$ cat src/rtl/computie_bus_pkg.sv
// Shared types and constants for the Computie bus tracer.
// Latency: n/a (package only).
// Backpressure: n/a.
// Contents: strobe polarity constants, bus/capture/dump FSM state enums,
// ASCII characters used in the dump text, and a nibble-to-hex helper.
package computie_bus_pkg;

    // Computie bus strobes and reset are active-low.
    localparam logic ACTIVE   = 1'b0;
    localparam logic INACTIVE = 1'b1;

    localparam int TS_W    = 16;
    localparam int TS_NIBS = TS_W / 4;

    typedef enum logic [1:0] {
        B_IDLE,
        B_ADDR,
        B_DATA
    } bus_state_t;

    typedef enum logic [1:0] {
        C_IDLE,
        C_ARMED,
        C_POST,
        C_DONE
    } cap_state_t;

    typedef enum logic [2:0] {
        D_IDLE,
        D_RW,
        D_ADDR,
        D_SEP,
        D_DATA,
        D_TS,
        D_NL,
        D_DONE
    } dump_state_t;

    localparam logic [7:0] CH_R     = 8'h52;
    localparam logic [7:0] CH_W     = 8'h57;
    localparam logic [7:0] CH_COLON = 8'h3A;
    localparam logic [7:0] CH_AT    = 8'h40;
    localparam logic [7:0] CH_NL    = 8'h0A;

    // Uppercase ASCII hex digit for a nibble.
    function automatic logic [7:0] nib_to_hex(input logic [3:0] n);
        if (n < 4'd10) begin
            return 8'h30 + {4'h0, n};
        end
        return 8'h37 + {4'h0, n};
    endfunction

endpackage

$ cat src/rtl/computie_bus_tracer_if.sv
// Bundle of host control, dump byte stream and Computie bus pins.
// Latency: n/a (wiring only).
// Backpressure: out_valid/out_ready stream; byte moves when both are high.
// slave  = the tracer (consumes controls and bus pins, drives stream/status).
// master = host/bus side (drives controls and bus pins, sinks the stream).
interface computie_bus_tracer_if #(
    parameter int BITWIDTH = 32
);
    logic                record_start;
    logic                record_trigger;
    logic                record_end;
    logic                dump_start;
    logic                dump_end;
    logic                out_valid;
    logic                out_ready;
    logic [7:0]          out_data;
    logic                cb_reset;
    logic                cb_addr_strobe;
    logic                cb_data_strobe;
    logic                cb_read_write;
    logic [BITWIDTH-1:0] cb_addr_data_bus;
    logic                send_receive;
    logic                data_dir;
    logic                addr_oe;
    logic                data_oe;

    modport slave (
        input  record_start, record_trigger, dump_start, out_ready,
        input  cb_reset, cb_addr_strobe, cb_data_strobe, cb_read_write, cb_addr_data_bus,
        output record_end, dump_end, out_valid, out_data,
        output send_receive, data_dir, addr_oe, data_oe
    );

    modport master (
        output record_start, record_trigger, dump_start, out_ready,
        output cb_reset, cb_addr_strobe, cb_data_strobe, cb_read_write, cb_addr_data_bus,
        input  record_end, dump_end, out_valid, out_data,
        input  send_receive, data_dir, addr_oe, data_oe
    );
endinterface

$ cat src/rtl/computie_bus_sync.sv
// Two-flop synchronizer for a vector of asynchronous inputs.
// Latency: 2 i_clk cycles from input change to o_q.
// Backpressure: none.
// Ports: i_clk, i_rst (sync, active-high, loads RST_VAL), i_d async in, o_q synced out.
module computie_bus_sync #(
    parameter int               WIDTH   = 1,
    parameter logic [WIDTH-1:0] RST_VAL = '0
) (
    input  logic             i_clk,
    input  logic             i_rst,
    input  logic [WIDTH-1:0] i_d,
    output logic [WIDTH-1:0] o_q
);

    logic [WIDTH-1:0] r_meta;
    logic [WIDTH-1:0] r_sync;

    always_ff @(posedge i_clk) begin
        if (i_rst) begin
            r_meta <= RST_VAL;
            r_sync <= RST_VAL;
        end else begin
            r_meta <= i_d;
            r_sync <= r_meta;
        end
    end

    assign o_q = r_sync;

endmodule

$ cat src/rtl/computie_bus_tracer.sv
// Trigger-based Computie bus cycle tracer with ASCII dump of a circular record buffer.
// Latency: bus edge acted on at 3rd comm_clock edge; dump_start -> first byte 1 cycle later.
// Backpressure: out_data held until out_valid&&out_ready; next byte one cycle after transfer.
// Ports: comm_clock, comm_reset (sync, active-high); bus = computie_bus_tracer_if.slave
// carrying record/dump controls, the byte stream and the Computie bus pins.
// Optional: COMPUTIE_BUS_TRACER_TIMESTAMP_EN adds a 16-bit per-record timestamp
// printed as "@XXXX" before each newline.
module computie_bus_tracer
    import computie_bus_pkg::*;
#(
    parameter int BITWIDTH     = 32,
    parameter int DEPTH        = 32,
    parameter int POST_TRIGGER = 8
) (
    input  logic                   comm_clock,
    input  logic                   comm_reset,
    computie_bus_tracer_if.slave   bus
);

    localparam int AW   = $clog2(DEPTH);
    localparam int CW   = AW + 1;
    localparam int NIBS = BITWIDTH / 4;
    localparam int NW   = $clog2(NIBS + 5);
    localparam int SW   = BITWIDTH + 4;
    localparam logic [CW-1:0] POST_CNT = CW'(POST_TRIGGER);
    localparam logic [CW-1:0] FULL_CNT = CW'(DEPTH);

    // ---------------- synchronizer ----------------
    logic [SW-1:0]       w_sync;
    logic                w_s_rst_n;
    logic                w_s_as;
    logic                w_s_ds;
    logic                w_s_rw;
    logic [BITWIDTH-1:0] w_s_bus;

    computie_bus_sync #(
        .WIDTH   (SW),
        .RST_VAL ({4'b1110, {BITWIDTH{1'b0}}})
    ) u_sync (
        .i_clk (comm_clock),
        .i_rst (comm_reset),
        .i_d   ({bus.cb_reset, bus.cb_addr_strobe, bus.cb_data_strobe,
                 bus.cb_read_write, bus.cb_addr_data_bus}),
        .o_q   (w_sync)
    );

    assign w_s_rst_n = w_sync[SW-1];
    assign w_s_as    = w_sync[SW-2];
    assign w_s_ds    = w_sync[SW-3];
    assign w_s_rw    = w_sync[SW-4];
    assign w_s_bus   = w_sync[BITWIDTH-1:0];

    // ---------------- state ----------------
    bus_state_t          r_bstate;
    cap_state_t          r_cstate;
    dump_state_t         r_dstate;
    logic                r_addr_oe;
    logic                r_data_oe;
    logic [BITWIDTH-1:0] r_cur_addr;
    logic [BITWIDTH-1:0] r_cur_data;
    logic                r_cur_rw;
    logic [AW-1:0]       r_wptr;
    logic [CW-1:0]       r_count;
    logic [CW-1:0]       r_post;
    logic                r_record_end;
    logic [AW-1:0]       r_rptr;
    logic [CW-1:0]       r_left;
    logic [NW-1:0]       r_nib;
    logic                r_out_valid;
    logic [7:0]          r_out_data;
    logic                r_dump_end;

    logic [BITWIDTH-1:0] r_mem_addr [DEPTH];
    logic [BITWIDTH-1:0] r_mem_data [DEPTH];
    logic                r_mem_rw   [DEPTH];

`ifdef COMPUTIE_BUS_TRACER_TIMESTAMP_EN
    logic [TS_W-1:0]     r_ts;
    logic [TS_W-1:0]     r_cur_ts;
    logic [TS_W-1:0]     r_mem_ts   [DEPTH];
`endif

    logic          w_dump_busy;
    logic          w_start;
    logic          w_commit;
    logic          w_we;
    logic          w_dump_go;
    logic [AW-1:0] w_start_idx;
    logic [7:0]    w_byte;

    assign w_dump_busy = (r_dstate != D_IDLE) && (r_dstate != D_DONE);
    // A restart request during an active dump is dropped so the text stays coherent.
    assign w_start     = bus.record_start && !w_dump_busy;
    assign w_commit    = (r_bstate == B_DATA) && (w_s_rst_n == INACTIVE)
                         && (w_s_ds == INACTIVE) && !w_start;
    assign w_we        = w_commit && ((r_cstate == C_ARMED) || (r_cstate == C_POST));
    assign w_dump_go   = bus.dump_start && !w_dump_busy
                         && ((r_cstate == C_IDLE) || (r_cstate == C_DONE));
    // Oldest record; when full, count's low bits are zero so this lands on wptr.
    assign w_start_idx = r_wptr - r_count[AW-1:0];

`ifdef COMPUTIE_BUS_TRACER_TIMESTAMP_EN
    always_ff @(posedge comm_clock) begin
        if (comm_reset || w_start) begin
            r_ts <= '0;
        end else begin
            r_ts <= r_ts + 1'b1;
        end
    end
`endif

    // ---------------- bus cycle FSM ----------------
    always_ff @(posedge comm_clock) begin
        if (comm_reset) begin
            r_bstate   <= B_IDLE;
            r_addr_oe  <= 1'b1;
            r_data_oe  <= 1'b1;
            r_cur_addr <= '0;
            r_cur_data <= '0;
            r_cur_rw   <= 1'b0;
`ifdef COMPUTIE_BUS_TRACER_TIMESTAMP_EN
            r_cur_ts   <= '0;
`endif
        end else if ((w_s_rst_n == ACTIVE) || w_start) begin
            r_bstate  <= B_IDLE;
            r_addr_oe <= 1'b1;
            r_data_oe <= 1'b1;
        end else begin
            case (r_bstate)
                B_IDLE: begin
                    if (w_s_as == ACTIVE) begin
                        r_cur_addr <= w_s_bus;
`ifdef COMPUTIE_BUS_TRACER_TIMESTAMP_EN
                        r_cur_ts   <= r_ts;
`endif
                        r_addr_oe  <= 1'b0;
                        r_bstate   <= B_ADDR;
                    end
                end
                B_ADDR: begin
                    if (w_s_ds == ACTIVE) begin
                        r_cur_data <= w_s_bus;
                        r_cur_rw   <= w_s_rw;
                        r_data_oe  <= 1'b0;
                        r_addr_oe  <= 1'b1;
                        r_bstate   <= B_DATA;
                    end
                end
                B_DATA: begin
                    if (w_s_ds == INACTIVE) begin
                        r_data_oe <= 1'b1;
                        r_bstate  <= B_IDLE;
                    end
                end
                default: begin
                    r_bstate <= B_IDLE;
                end
            endcase
        end
    end

    // ---------------- record buffer ----------------
    always_ff @(posedge comm_clock) begin
        if (w_we) begin
            r_mem_addr[r_wptr] <= r_cur_addr;
            r_mem_data[r_wptr] <= r_cur_data;
            r_mem_rw[r_wptr]   <= r_cur_rw;
`ifdef COMPUTIE_BUS_TRACER_TIMESTAMP_EN
            r_mem_ts[r_wptr]   <= r_cur_ts;
`endif
        end
    end

    // ---------------- capture FSM ----------------
    always_ff @(posedge comm_clock) begin
        if (comm_reset) begin
            r_cstate     <= C_IDLE;
            r_wptr       <= '0;
            r_count      <= '0;
            r_post       <= '0;
            r_record_end <= 1'b0;
        end else if (w_start) begin
            r_cstate     <= C_ARMED;
            r_wptr       <= '0;
            r_count      <= '0;
            r_post       <= '0;
            r_record_end <= 1'b0;
        end else begin
            case (r_cstate)
                C_ARMED: begin
                    // A commit on the trigger cycle is still a pre-trigger record.
                    if (w_commit) begin
                        r_wptr <= r_wptr + 1'b1;
                        if (r_count != FULL_CNT) begin
                            r_count <= r_count + 1'b1;
                        end
                    end
                    if (bus.record_trigger) begin
                        r_post <= '0;
                        if (POST_CNT == '0) begin
                            r_cstate     <= C_DONE;
                            r_record_end <= 1'b1;
                        end else begin
                            r_cstate <= C_POST;
                        end
                    end
                end
                C_POST: begin
                    if (w_commit) begin
                        r_wptr <= r_wptr + 1'b1;
                        if (r_count != FULL_CNT) begin
                            r_count <= r_count + 1'b1;
                        end
                        r_post <= r_post + 1'b1;
                        if ((r_post + 1'b1) == POST_CNT) begin
                            r_cstate     <= C_DONE;
                            r_record_end <= 1'b1;
                        end
                    end
                end
                default: begin
                end
            endcase
        end
    end

    // ---------------- dump text generator ----------------
    always_comb begin
        w_byte = 8'h00;
        case (r_dstate)
            D_RW:    w_byte = r_mem_rw[r_rptr] ? CH_R : CH_W;
            D_ADDR:  w_byte = nib_to_hex(4'(r_mem_addr[r_rptr] >> {r_nib, 2'b00}));
            D_SEP:   w_byte = CH_COLON;
            D_DATA:  w_byte = nib_to_hex(4'(r_mem_data[r_rptr] >> {r_nib, 2'b00}));
`ifdef COMPUTIE_BUS_TRACER_TIMESTAMP_EN
            // Nibble index TS_NIBS is the '@' marker, then TS_NIBS digits.
            D_TS:    w_byte = (r_nib == NW'(TS_NIBS)) ? CH_AT
                              : nib_to_hex(4'(r_mem_ts[r_rptr] >> {r_nib, 2'b00}));
`endif
            D_NL:    w_byte = CH_NL;
            default: w_byte = 8'h00;
        endcase
    end

    // ---------------- dump FSM ----------------
    // Each byte takes a load cycle (valid rises) and a transfer cycle (valid falls),
    // which caps the stream at one byte per two cycles.
    always_ff @(posedge comm_clock) begin
        if (comm_reset) begin
            r_dstate    <= D_IDLE;
            r_rptr      <= '0;
            r_left      <= '0;
            r_nib       <= '0;
            r_out_valid <= 1'b0;
            r_out_data  <= 8'h00;
            r_dump_end  <= 1'b0;
        end else if (w_start) begin
            r_dstate    <= D_IDLE;
            r_out_valid <= 1'b0;
            r_dump_end  <= 1'b0;
        end else if (w_dump_go) begin
            r_rptr <= w_start_idx;
            r_left <= r_count;
            if (r_count == '0) begin
                r_dstate   <= D_DONE;
                r_dump_end <= 1'b1;
            end else begin
                r_dstate    <= D_RW;
                r_dump_end  <= 1'b0;
                r_out_data  <= r_mem_rw[w_start_idx] ? CH_R : CH_W;
                r_out_valid <= 1'b1;
            end
        end else if (w_dump_busy) begin
            if (!r_out_valid) begin
                r_out_data  <= w_byte;
                r_out_valid <= 1'b1;
            end else if (bus.out_ready) begin
                r_out_valid <= 1'b0;
                case (r_dstate)
                    D_RW: begin
                        r_dstate <= D_ADDR;
                        r_nib    <= NW'(NIBS - 1);
                    end
                    D_ADDR: begin
                        if (r_nib == '0) begin
                            r_dstate <= D_SEP;
                        end else begin
                            r_nib <= r_nib - 1'b1;
                        end
                    end
                    D_SEP: begin
                        r_dstate <= D_DATA;
                        r_nib    <= NW'(NIBS - 1);
                    end
                    D_DATA: begin
                        if (r_nib == '0) begin
`ifdef COMPUTIE_BUS_TRACER_TIMESTAMP_EN
                            r_dstate <= D_TS;
                            r_nib    <= NW'(TS_NIBS);
`else
                            r_dstate <= D_NL;
`endif
                        end else begin
                            r_nib <= r_nib - 1'b1;
                        end
                    end
                    D_TS: begin
                        if (r_nib == '0) begin
                            r_dstate <= D_NL;
                        end else begin
                            r_nib <= r_nib - 1'b1;
                        end
                    end
                    D_NL: begin
                        if (r_left == CW'(1)) begin
                            r_dstate   <= D_DONE;
                            r_dump_end <= 1'b1;
                        end else begin
                            r_left   <= r_left - 1'b1;
                            r_rptr   <= r_rptr + 1'b1;
                            r_dstate <= D_RW;
                        end
                    end
                    default: begin
                        r_dstate <= D_IDLE;
                    end
                endcase
            end
        end
    end

    // ---------------- outputs ----------------
    assign bus.record_end   = r_record_end;
    assign bus.dump_end     = r_dump_end;
    assign bus.out_valid    = r_out_valid;
    assign bus.out_data     = r_out_data;
    assign bus.addr_oe      = r_addr_oe;
    assign bus.data_oe      = r_data_oe;
    // Receive-only: transceivers always point into the tracer.
    assign bus.send_receive = 1'b0;
    assign bus.data_dir     = 1'b0;

endmodule

$ cat src/flat_wrapper.sv
// flat-port wrapper written by rule: the top's interface ports become plain ports
module computie_bus_tracer_flat import computie_bus_pkg::*;
#(
    parameter int BITWIDTH     = 32,
    parameter int DEPTH        = 32,
    parameter int POST_TRIGGER = 8
)
  (comm_clock, comm_reset, bus_record_start, bus_record_trigger, bus_dump_start, bus_out_ready, bus_cb_reset, bus_cb_addr_strobe, bus_cb_data_strobe, bus_cb_read_write, bus_cb_addr_data_bus, bus_record_end, bus_dump_end, bus_out_valid, bus_out_data, bus_send_receive, bus_data_dir, bus_addr_oe, bus_data_oe);
  computie_bus_tracer_if #(.BITWIDTH(BITWIDTH)) bus_i ();
  input  logic comm_clock;
  input  logic comm_reset;
  input wire logic [$bits(bus_i.record_start)-1:0] bus_record_start;
  input wire logic [$bits(bus_i.record_trigger)-1:0] bus_record_trigger;
  input wire logic [$bits(bus_i.dump_start)-1:0] bus_dump_start;
  input wire logic [$bits(bus_i.out_ready)-1:0] bus_out_ready;
  input wire logic [$bits(bus_i.cb_reset)-1:0] bus_cb_reset;
  input wire logic [$bits(bus_i.cb_addr_strobe)-1:0] bus_cb_addr_strobe;
  input wire logic [$bits(bus_i.cb_data_strobe)-1:0] bus_cb_data_strobe;
  input wire logic [$bits(bus_i.cb_read_write)-1:0] bus_cb_read_write;
  input wire logic [$bits(bus_i.cb_addr_data_bus)-1:0] bus_cb_addr_data_bus;
  output wire logic [$bits(bus_i.record_end)-1:0] bus_record_end;
  output wire logic [$bits(bus_i.dump_end)-1:0] bus_dump_end;
  output wire logic [$bits(bus_i.out_valid)-1:0] bus_out_valid;
  output wire logic [$bits(bus_i.out_data)-1:0] bus_out_data;
  output wire logic [$bits(bus_i.send_receive)-1:0] bus_send_receive;
  output wire logic [$bits(bus_i.data_dir)-1:0] bus_data_dir;
  output wire logic [$bits(bus_i.addr_oe)-1:0] bus_addr_oe;
  output wire logic [$bits(bus_i.data_oe)-1:0] bus_data_oe;
  assign bus_i.record_start = bus_record_start;
  assign bus_i.record_trigger = bus_record_trigger;
  assign bus_i.dump_start = bus_dump_start;
  assign bus_i.out_ready = bus_out_ready;
  assign bus_i.cb_reset = bus_cb_reset;
  assign bus_i.cb_addr_strobe = bus_cb_addr_strobe;
  assign bus_i.cb_data_strobe = bus_cb_data_strobe;
  assign bus_i.cb_read_write = bus_cb_read_write;
  assign bus_i.cb_addr_data_bus = bus_cb_addr_data_bus;
  assign bus_record_end = bus_i.record_end;
  assign bus_dump_end = bus_i.dump_end;
  assign bus_out_valid = bus_i.out_valid;
  assign bus_out_data = bus_i.out_data;
  assign bus_send_receive = bus_i.send_receive;
  assign bus_data_dir = bus_i.data_dir;
  assign bus_addr_oe = bus_i.addr_oe;
  assign bus_data_oe = bus_i.data_oe;
  computie_bus_tracer #(.BITWIDTH(BITWIDTH), .DEPTH(DEPTH), .POST_TRIGGER(POST_TRIGGER)) u_core (.comm_clock(comm_clock), .comm_reset(comm_reset), .bus(bus_i));
endmodule
$ cat config.mk
export PLATFORM = sky130hd
export DESIGN_NAME = computie_bus_tracer_flat
export DESIGN_NICKNAME = d
export VERILOG_FILES = /design/src/rtl/computie_bus_pkg.sv /design/src/rtl/computie_bus_tracer_if.sv /design/src/rtl/computie_bus_sync.sv /design/src/rtl/computie_bus_tracer.sv /design/src/flat_wrapper.sv
export SDC_FILE = /design/constraint.sdc
export NUM_CORES = 2
export LEC_CHECK = 0
export BUFFER_PORTS_ARGS = -buffer_cell sky130_fd_sc_hd__buf_2
export CAP_MARGIN = 5
export CORE_AREA = 5 5 464 466
export CTS_CLUSTER_SIZE = 30
export DETAILED_ROUTE_END_ITERATION = 8
export DIE_AREA = 0 0 469 471
export PLACE_DENSITY = 0.64
export SYNTH_ARGS = -nofsm -noshare
export SYNTH_HDL_FRONTEND = slang
export SYNTH_SLANG_ARGS = --single-unit
$ cat constraint.sdc
create_clock -name comm_clock -period 5.65 [get_ports comm_clock]
set_input_delay 0.2825 -clock comm_clock [delete_from_list [all_inputs] [get_ports comm_clock]]
set_output_delay 0.2825 -clock comm_clock [all_outputs]
set_load 0.05 [all_outputs]
### After elaboration in Yosys (flattened, before gate mapping)

Memories as Yosys holds them, arrays and structs flattened. A register that Yosys moved wholly into a read port is not among the register bits.
Cells that the tools add are included.

* bits in registers: 189
* output and inout bits: 15
* RAM bits: 2080
* memories: 3

Memory list
* u_core.r_mem_addr: words 32, bits a word 32, read ports 1, clocked after memory_dff 1, wr ports 1, RTL line computie_bus_tracer.sv:73 `logic [BITWIDTH-1:0] r_mem_addr [DEPTH];`
* u_core.r_mem_data: words 32, bits a word 32, read ports 1, clocked after memory_dff 1, wr ports 1, RTL line computie_bus_tracer.sv:74 `logic [BITWIDTH-1:0] r_mem_data [DEPTH];`
* u_core.r_mem_rw: words 32, bits a word 1, read ports 2, clocked after memory_dff 1, wr ports 1, RTL line computie_bus_tracer.sv:75 `logic r_mem_rw [DEPTH];`

* $lt $le $gt $ge: 2
* add/sub/neg operators: 11
* shifts and indexed selects: 2
* muxes and demuxes: 76
* reduce and logical (&&, ||, !) cells: 51
* bitwise gates (word level): 6
* equal/unequal tests: 30

Operator list (number)
* 8-bit two-way mux: 8
* 32-bit by 6-bit right shift with 4-bit output: 2
* 5-bit two-way mux: 12
* 6-bit two-way mux: 8
* 8-bit one-hot mux with 5 select lines: 1
* 3-bit two-way mux: 10
* 6-bit by 4-bit adder with 7-bit output (first input constant): 4
* 3-bit AND reduction: 8
* 1-bit two-way mux: 23
* 2-bit nonzero test: 9
* 2-bit != test (second input constant): 8
* 3-bit one-hot mux with 5 select lines: 1
* 6-bit by 1-bit adder with 6-bit output (second input constant): 2
* 2-bit two-way mux: 6
* 6-bit one-hot mux with 2 select lines: 1
* 4-bit AND reduction: 3
* 5-bit by 1-bit adder with 5-bit output (second input constant): 2
* 5-bit AND reduction: 2
* 2-bit OR reduction: 5
* 3-bit == test (second input constant): 3
* 3-bit by 1-bit != test with 1-bit output (second input constant): 3
* 1-bit logical AND: 8
* 4-bit < comparator (second input constant): 2
* 4-bit one-hot mux with 2 select lines: 1
* 28 further kinds: 46

### Longest topological paths before layout

* depth after elaboration: 9
* depth in mapped cells: 20

### Hierarchy

From an unflattened synthesis, not the netlist that was laid out.

* cell total of the unflattened synthesis: 4378
* area, all modules: 87576.5 µm²

By module, submodules not included
* computie_bus_tracer: area an instance 85635.9 µm², times used 1, cells each 4226, sequential area each 64882.2 µm²
* computie_bus_sync: area an instance 1940.6 µm², times used 1, cells each 152, sequential area each 1441.4 µm²

### Worst setup path before layout

Ideal clock, no wire load.

* path kind: flip-flop to flip-flop
* start point: register u_core.r_dstate[1]
* end point: memory u_core.r_mem_addr[15][0], enable pin
* path buffers: 2
* arrival time: 4.894 ns
* cell stages (with the launch flop): 11
* setup slack: 0.267 ns
* path through: dfxtp_1 clkbuf_1 nor3_1 o21ai_1 nand2_1 nor2_1 nand3_1 nor2_1 clkbuf_1 nand2_1 nor2_1

* cells in the longest elaborated chain, start to end: 9
* elaborated cells on any way between the ends: 10
* those cells by class: eq/ne (1); mux (2); reduce/logical (7)

Ends and longest elaborated chain
* from (decl): RTL line computie_bus_tracer.sv:56 `dump_state_t r_dstate;`
* from (signal assigned): RTL line computie_bus_tracer.sv:250 `r_dstate <= D_IDLE;`
* from (signal assigned): RTL line computie_bus_tracer.sv:258 `r_dstate <= D_IDLE;`
* from (signal assigned): RTL line computie_bus_tracer.sv:265 `r_dstate <= D_DONE;`
* 3-bit != test / 3-bit nonzero test (equally long branches): RTL line computie_bus_tracer.sv:91 `assign w_dump_busy = (r_dstate != D_IDLE) && (r_dstate != D_DONE);`
* 1-bit logical AND *: RTL line computie_bus_tracer.sv:91
* 1-bit zero test *: RTL line computie_bus_tracer.sv:93 `assign w_start = bus.record_start && !w_dump_busy;`
* 1-bit logical AND *: RTL line computie_bus_tracer.sv:93
* 1-bit zero test *: RTL line computie_bus_tracer.sv:95 `&& (w_s_ds == INACTIVE) && !w_start;`
* 1-bit logical AND *: RTL line computie_bus_tracer.sv:95
* 1-bit logical AND *: RTL line computie_bus_tracer.sv:96 `assign w_we = w_commit && ((r_cstate == C_ARMED) || (r_cstate == C_POST));`
* 1-bit two-way mux *: RTL line computie_bus_tracer.sv:164 `if (w_we) begin`
* 1-bit two-way mux (not written as such) *: RTL line computie_bus_tracer.sv:165 `r_mem_addr[r_wptr] <= r_cur_addr;`
* to (decl): RTL line computie_bus_tracer.sv:73

Mark *: on every way between the ends. The rest lies on a longest branch, timed or not.

==> summary.txt <==
Clocking
  • Root buffer cell: sky130_fd_sc_hd__clkbuf_16
  • CTS Hold Buffers Added: 63
  • Later-pin clock latency in the skew report: 870 ps
  • Clock tree from TritonCTS: yes
  • Post-CTS Setup Bufs: 0
  • Clock slew seen by the registers of the worst setup and hold paths: 70 ps
  • Max H-tree Level: 4
  • Clock sinks: 2273
  • Cts bufs inserted: 218
  • Post-CTS sizing: 0
  • Max Buffers Root-to-Sink: 3

Timing
  • Number of hold violations in the final report: 0
  • Slew at the pin closest to its max-slew limit: 1370 ps
  • Final Critical Period: 4830 ps
  • Final setup fails: 0
  • Clock Skew: 51.7 ps
  • Setup TNS: 0 ps
  • Worst-case headroom to the max-slew limit: 0.0840
  • Fin crit share: 0.855
  • Hold slack: 96.0 ps
  • Achievable frequency: 207 MHz
  • Final-report max-slew violation count: 0
  • RSZ-0062 raised after global routing: false

Logic synthesis
  • Part of the Yosys area used for sequential elements: 0.754
  • Post-synth EDFFs: between 2000 and 2500
  • Synthesized instance count: 4374
  • Warning count from the yosys run: 0
  • Post-synth top flop: sky130_fd_sc_hd__edfxtp_1
  • Async set-or-reset flop fraction in the synthesized netlist: 0
  • Flop and latch count out of synthesis: about 2300
  • Synthesized cell area: 87900 um^2
  • Average instance area after synthesis: 20.1 um^2
  • Number of library cell types mapped by synthesis: 91

Worst setup path
  • Family of cells with the greatest summed delay on the critical path: compound AO/OA/AOI/OAI gates
  • CP Data Required Time: about 6400 ps
  • Number of buffer and inverter instances along the worst setup path: 1
  • Max incr delay on CP: 1140 ps
  • Crit path launch type: flop
  • Cell depth of the worst setup path: 11
  • Path depth of the worst reg2reg path: 11
  • Crit-path max FO: 42
  • Category of the most critical setup path: flop to flop
  • Slowest cell on the critical path: sky130_fd_sc_hd__o311ai_0
  • Critical path arrival: around 5600 ps
  • Cells traversed along the worst timing path: buf_12, mux4_1, nand2_1, a21oi_1, o311ai_0, o211ai_1, o31ai_2, ha_1, a221oi_1, nor3_1, a221oi_2
  • Kind of end point of the critical path: flop

Flow run
  • Number of maximum-capacitance violations: 0

Cells and area
  • Final non-filler cell total: between 7000 and 8000
  • Layout overhead on the synthesized area: 14.7%
  • Number of nets in the layout: 4719
  • Layout cell share with drive strength beyond 1: 0.240
  • Area of all placed cells without fillers: between 100000 and 150000 um^2

Floorplan
  • Total Die Area: 221000 um^2
  • Count of boundary I/O pins: 57
  • Placeable core region: 211000 um^2
  • Die boundary height: 471 um
  • Die X-Extent: approximately 470 um
  • Initial Util: 0.417
  • Total number of placement rows: 169

Min path
  • Worst hold path class: input pin to flop
  • Hold Crit Depth: 5
  • Start point of the worst hold path: bus_record_trigger

Global route
  • Total track usage: 0.226
  • First-pass GRT wire length: 355000 um
  • Maximum number of pins on one net before global-route repair: 100
  • Total overflow reported by the global router: 0
  • Antenna violations before repair: 5
  • Number of global-route vias before repair: 45700

Place
  • Routability-driven placement congestion ratio: 0.841
  • Sum of net half-perimeters after detailed placement: 137000 um
  • Standard cell area after detailed placement: about 93000 um^2
  • Number of input and output port buffers inserted: between 50 and 60
  • Number of cells after detailed placement: 7195

Power
  • Pleak: 31.4 nW
  • Power Density: between 300 and 400 nW/um^2
  • Peak supply drop: 270 uV

Route
  • Number of iterations in the first detailed-routing pass: 6
  • Vias/cell: 6.10
  • Wire length per cell after detailed routing: roughly 33 um
  • Overall routed net length: approximately 250000 um
  • Number of nets with antenna violations after detailed routing: 0
  • Drt first-iter violations: 7326
  • Count of vias placed by the detailed router: 46800
  • Remaining design rule violation count: 0

Status
  • Outcome: complete, no violations
[worst paths after layout]
check	slack, ps	end
min	100	u_core.r_post[2]
max	820	u_core.bus.out_data[1]
min reg2reg	410	u_core.u_sync.o_q[33]
max reg2reg	820	u_core.bus.out_data[1]
[logic make-up after synthesis]
| group | Yosys count | synth area share |
|---|---|---|
| other | 1 | 0.0000426 |
| DFF | 2273 | 0.754 |
| and+or+nand+nor | 691 | 0.0365 |
| xor gates and xnor gates | 13 | 0.00129 |
| AOI/OAI and AO/OA | 444 | 0.0338 |
| muxes | 657 | 0.150 |
| buffers and inverters | 275 | 0.0211 |
| adders and majority gates | 20 | 0.00293 |
[flip-flops by register name, indices dropped and copies added, names as in the netlist, named ones only]
register / cells
u_core.bus.addr_oe: 1
u_core.r_wptr: 5
u_core.r_cstate: 2
u_core.r_mem_data: 1024
u_core.r_cur_addr: 32
u_core.bus.record_end: 1
u_core.r_left: 6
u_core.r_mem_rw: 32
u_core.r_post: 6
u_core.u_sync.r_meta: 36
u_core.bus.out_valid: 1
u_core.u_sync.o_q: 36
u_core.r_nib: 4
u_core.bus.data_oe: 1
u_core.r_mem_addr: 1024
u_core.r_cur_rw: 1
u_core.bus.out_data: 7
u_core.bus.dump_end: 1
u_core.r_rptr: 5
u_core.r_cur_data: 32
u_core.r_dstate: 3
u_core.r_count: 6
u_core.r_bstate: 2
[per-layer routing]
layer,track usage,up-vias,wire length (um)
met1,0.323,25000,100000
met2,0.351,2816,118000
met4,0.0800,2,10200
met3,0.0430,471,24800
li1,-,18500,-
met5,0,-,8
[worst reg2reg max path, cell delays in order, from the launching register on]
cell and delay [ps]:
sky130_fd_sc_hd__dfxtp_4 870, sky130_fd_sc_hd__buf_12 430, sky130_fd_sc_hd__mux4_1 670, sky130_fd_sc_hd__nand2_1 90, sky130_fd_sc_hd__a21oi_1 80, sky130_fd_sc_hd__o311ai_0 1140, sky130_fd_sc_hd__o211ai_1 200, sky130_fd_sc_hd__o31ai_2 240
sky130_fd_sc_hd__ha_1 370, sky130_fd_sc_hd__a221oi_1 310, sky130_fd_sc_hd__nor3_1 120, sky130_fd_sc_hd__a221oi_2 250
[cell usage after synthesis (all sizes together) (7+ instances only)]
library cell	number	area, um^2
a31oi	20	125
clkbuf	69	263
a21oi	143	716
o31ai	8	65.1
and3	9	56.3
nand3	51	255
edfxtp	2080	62500
o22ai	40	256
mux2i	113	1130
ha	19	238
nand2b	17	106
a211oi	24	180
o211ai	11	82.6
nand4	12	75.1
a221oi	13	126
nor3	31	155
mux2	23	259
o21ai	46	230
a2111oi	7	81.3
dfxtp	193	3860
a32oi	7	61.3
buf	177	1480
nor4	8	56.3
inv	28	105
xnor2	8	70.1
nor2	133	502
or2	16	100
a22oi	61	458
and2	8	50.1
nor2b	91	569
mux4	521	11800
nand2	289	1090
a311oi	7	61.3
[per-stage QoR]
| stage | setup WS (ps) | util | power (mW) |
|---|---|---|---|
| CTS | 858 | 0.478 | 38.0 |
| detailed placement | 822 | 0.440 | 23.2 |
| floorplan | 267 | - | 22.2 |
| global route | 704 | 0.478 | 39.0 |
| global placement | 850 | 0.440 | 23.1 |
| finish | 818 | 0.478 | 37.9 |
[power breakdown]
part	internal, mW	switching (mW)
Combinational	1.89	2.49
Clock	8.57	6.45
Sequential	18.2	0.265
Total	28.7	9.20
[final cells by class]
cell class / instances / area, um^2
clock inverters: 126 / 1510
well taps: 2821 / 3530
fillers: 17000 / 110000
flip-flops and latches: 2273 / 66300
inverters: 29 / 111
clock buffers: 289 / 5920
repair buffers: 307 / 3400
multi-input cells: 1828 / 20000
diodes: 2 / 5.00
[layout by cell type, fill, tap and decap left out, types with 17 or more instances in the layout]
master / Yosys / layout
sky130_fd_sc_hd__clkbuf_1: 68 / 55
sky130_fd_sc_hd__clkinv_1: 1 / 43
sky130_fd_sc_hd__nor2b_1: 91 / 89
sky130_fd_sc_hd__buf_2: 52 / 52
sky130_fd_sc_hd__bufinv_16: 0 / 25
sky130_fd_sc_hd__dlygate4sd3_1: 0 / 63
sky130_fd_sc_hd__nor2_1: 132 / 98
sky130_fd_sc_hd__mux2i_1: 113 / 113
sky130_fd_sc_hd__a211oi_1: 24 / 24
sky130_fd_sc_hd__buf_4: 57 / 106
sky130_fd_sc_hd__a31oi_1: 20 / 20
sky130_fd_sc_hd__o22ai_1: 39 / 39
sky130_fd_sc_hd__o21ai_0: 42 / 42
sky130_fd_sc_hd__nor2_4: 0 / 34
sky130_fd_sc_hd__nand2b_1: 17 / 17
sky130_fd_sc_hd__a21oi_1: 143 / 143
sky130_fd_sc_hd__nand3_1: 51 / 51
sky130_fd_sc_hd__nand2_1: 288 / 287
sky130_fd_sc_hd__clkbuf_16: 0 / 222
sky130_fd_sc_hd__inv_1: 27 / 26
sky130_fd_sc_hd__edfxtp_1: 2080 / 2080
sky130_fd_sc_hd__clkinv_2: 0 / 36
sky130_fd_sc_hd__nor3_1: 31 / 31
sky130_fd_sc_hd__ha_1: 19 / 19
sky130_fd_sc_hd__mux4_1: 21 / 21
sky130_fd_sc_hd__buf_12: 11 / 85
sky130_fd_sc_hd__dfxtp_1: 193 / 188
sky130_fd_sc_hd__a22oi_1: 61 / 61
sky130_fd_sc_hd__mux2_2: 23 / 23
sky130_fd_sc_hd__mux4_2: 500 / 500
Power figures use the tool's default switching activity.
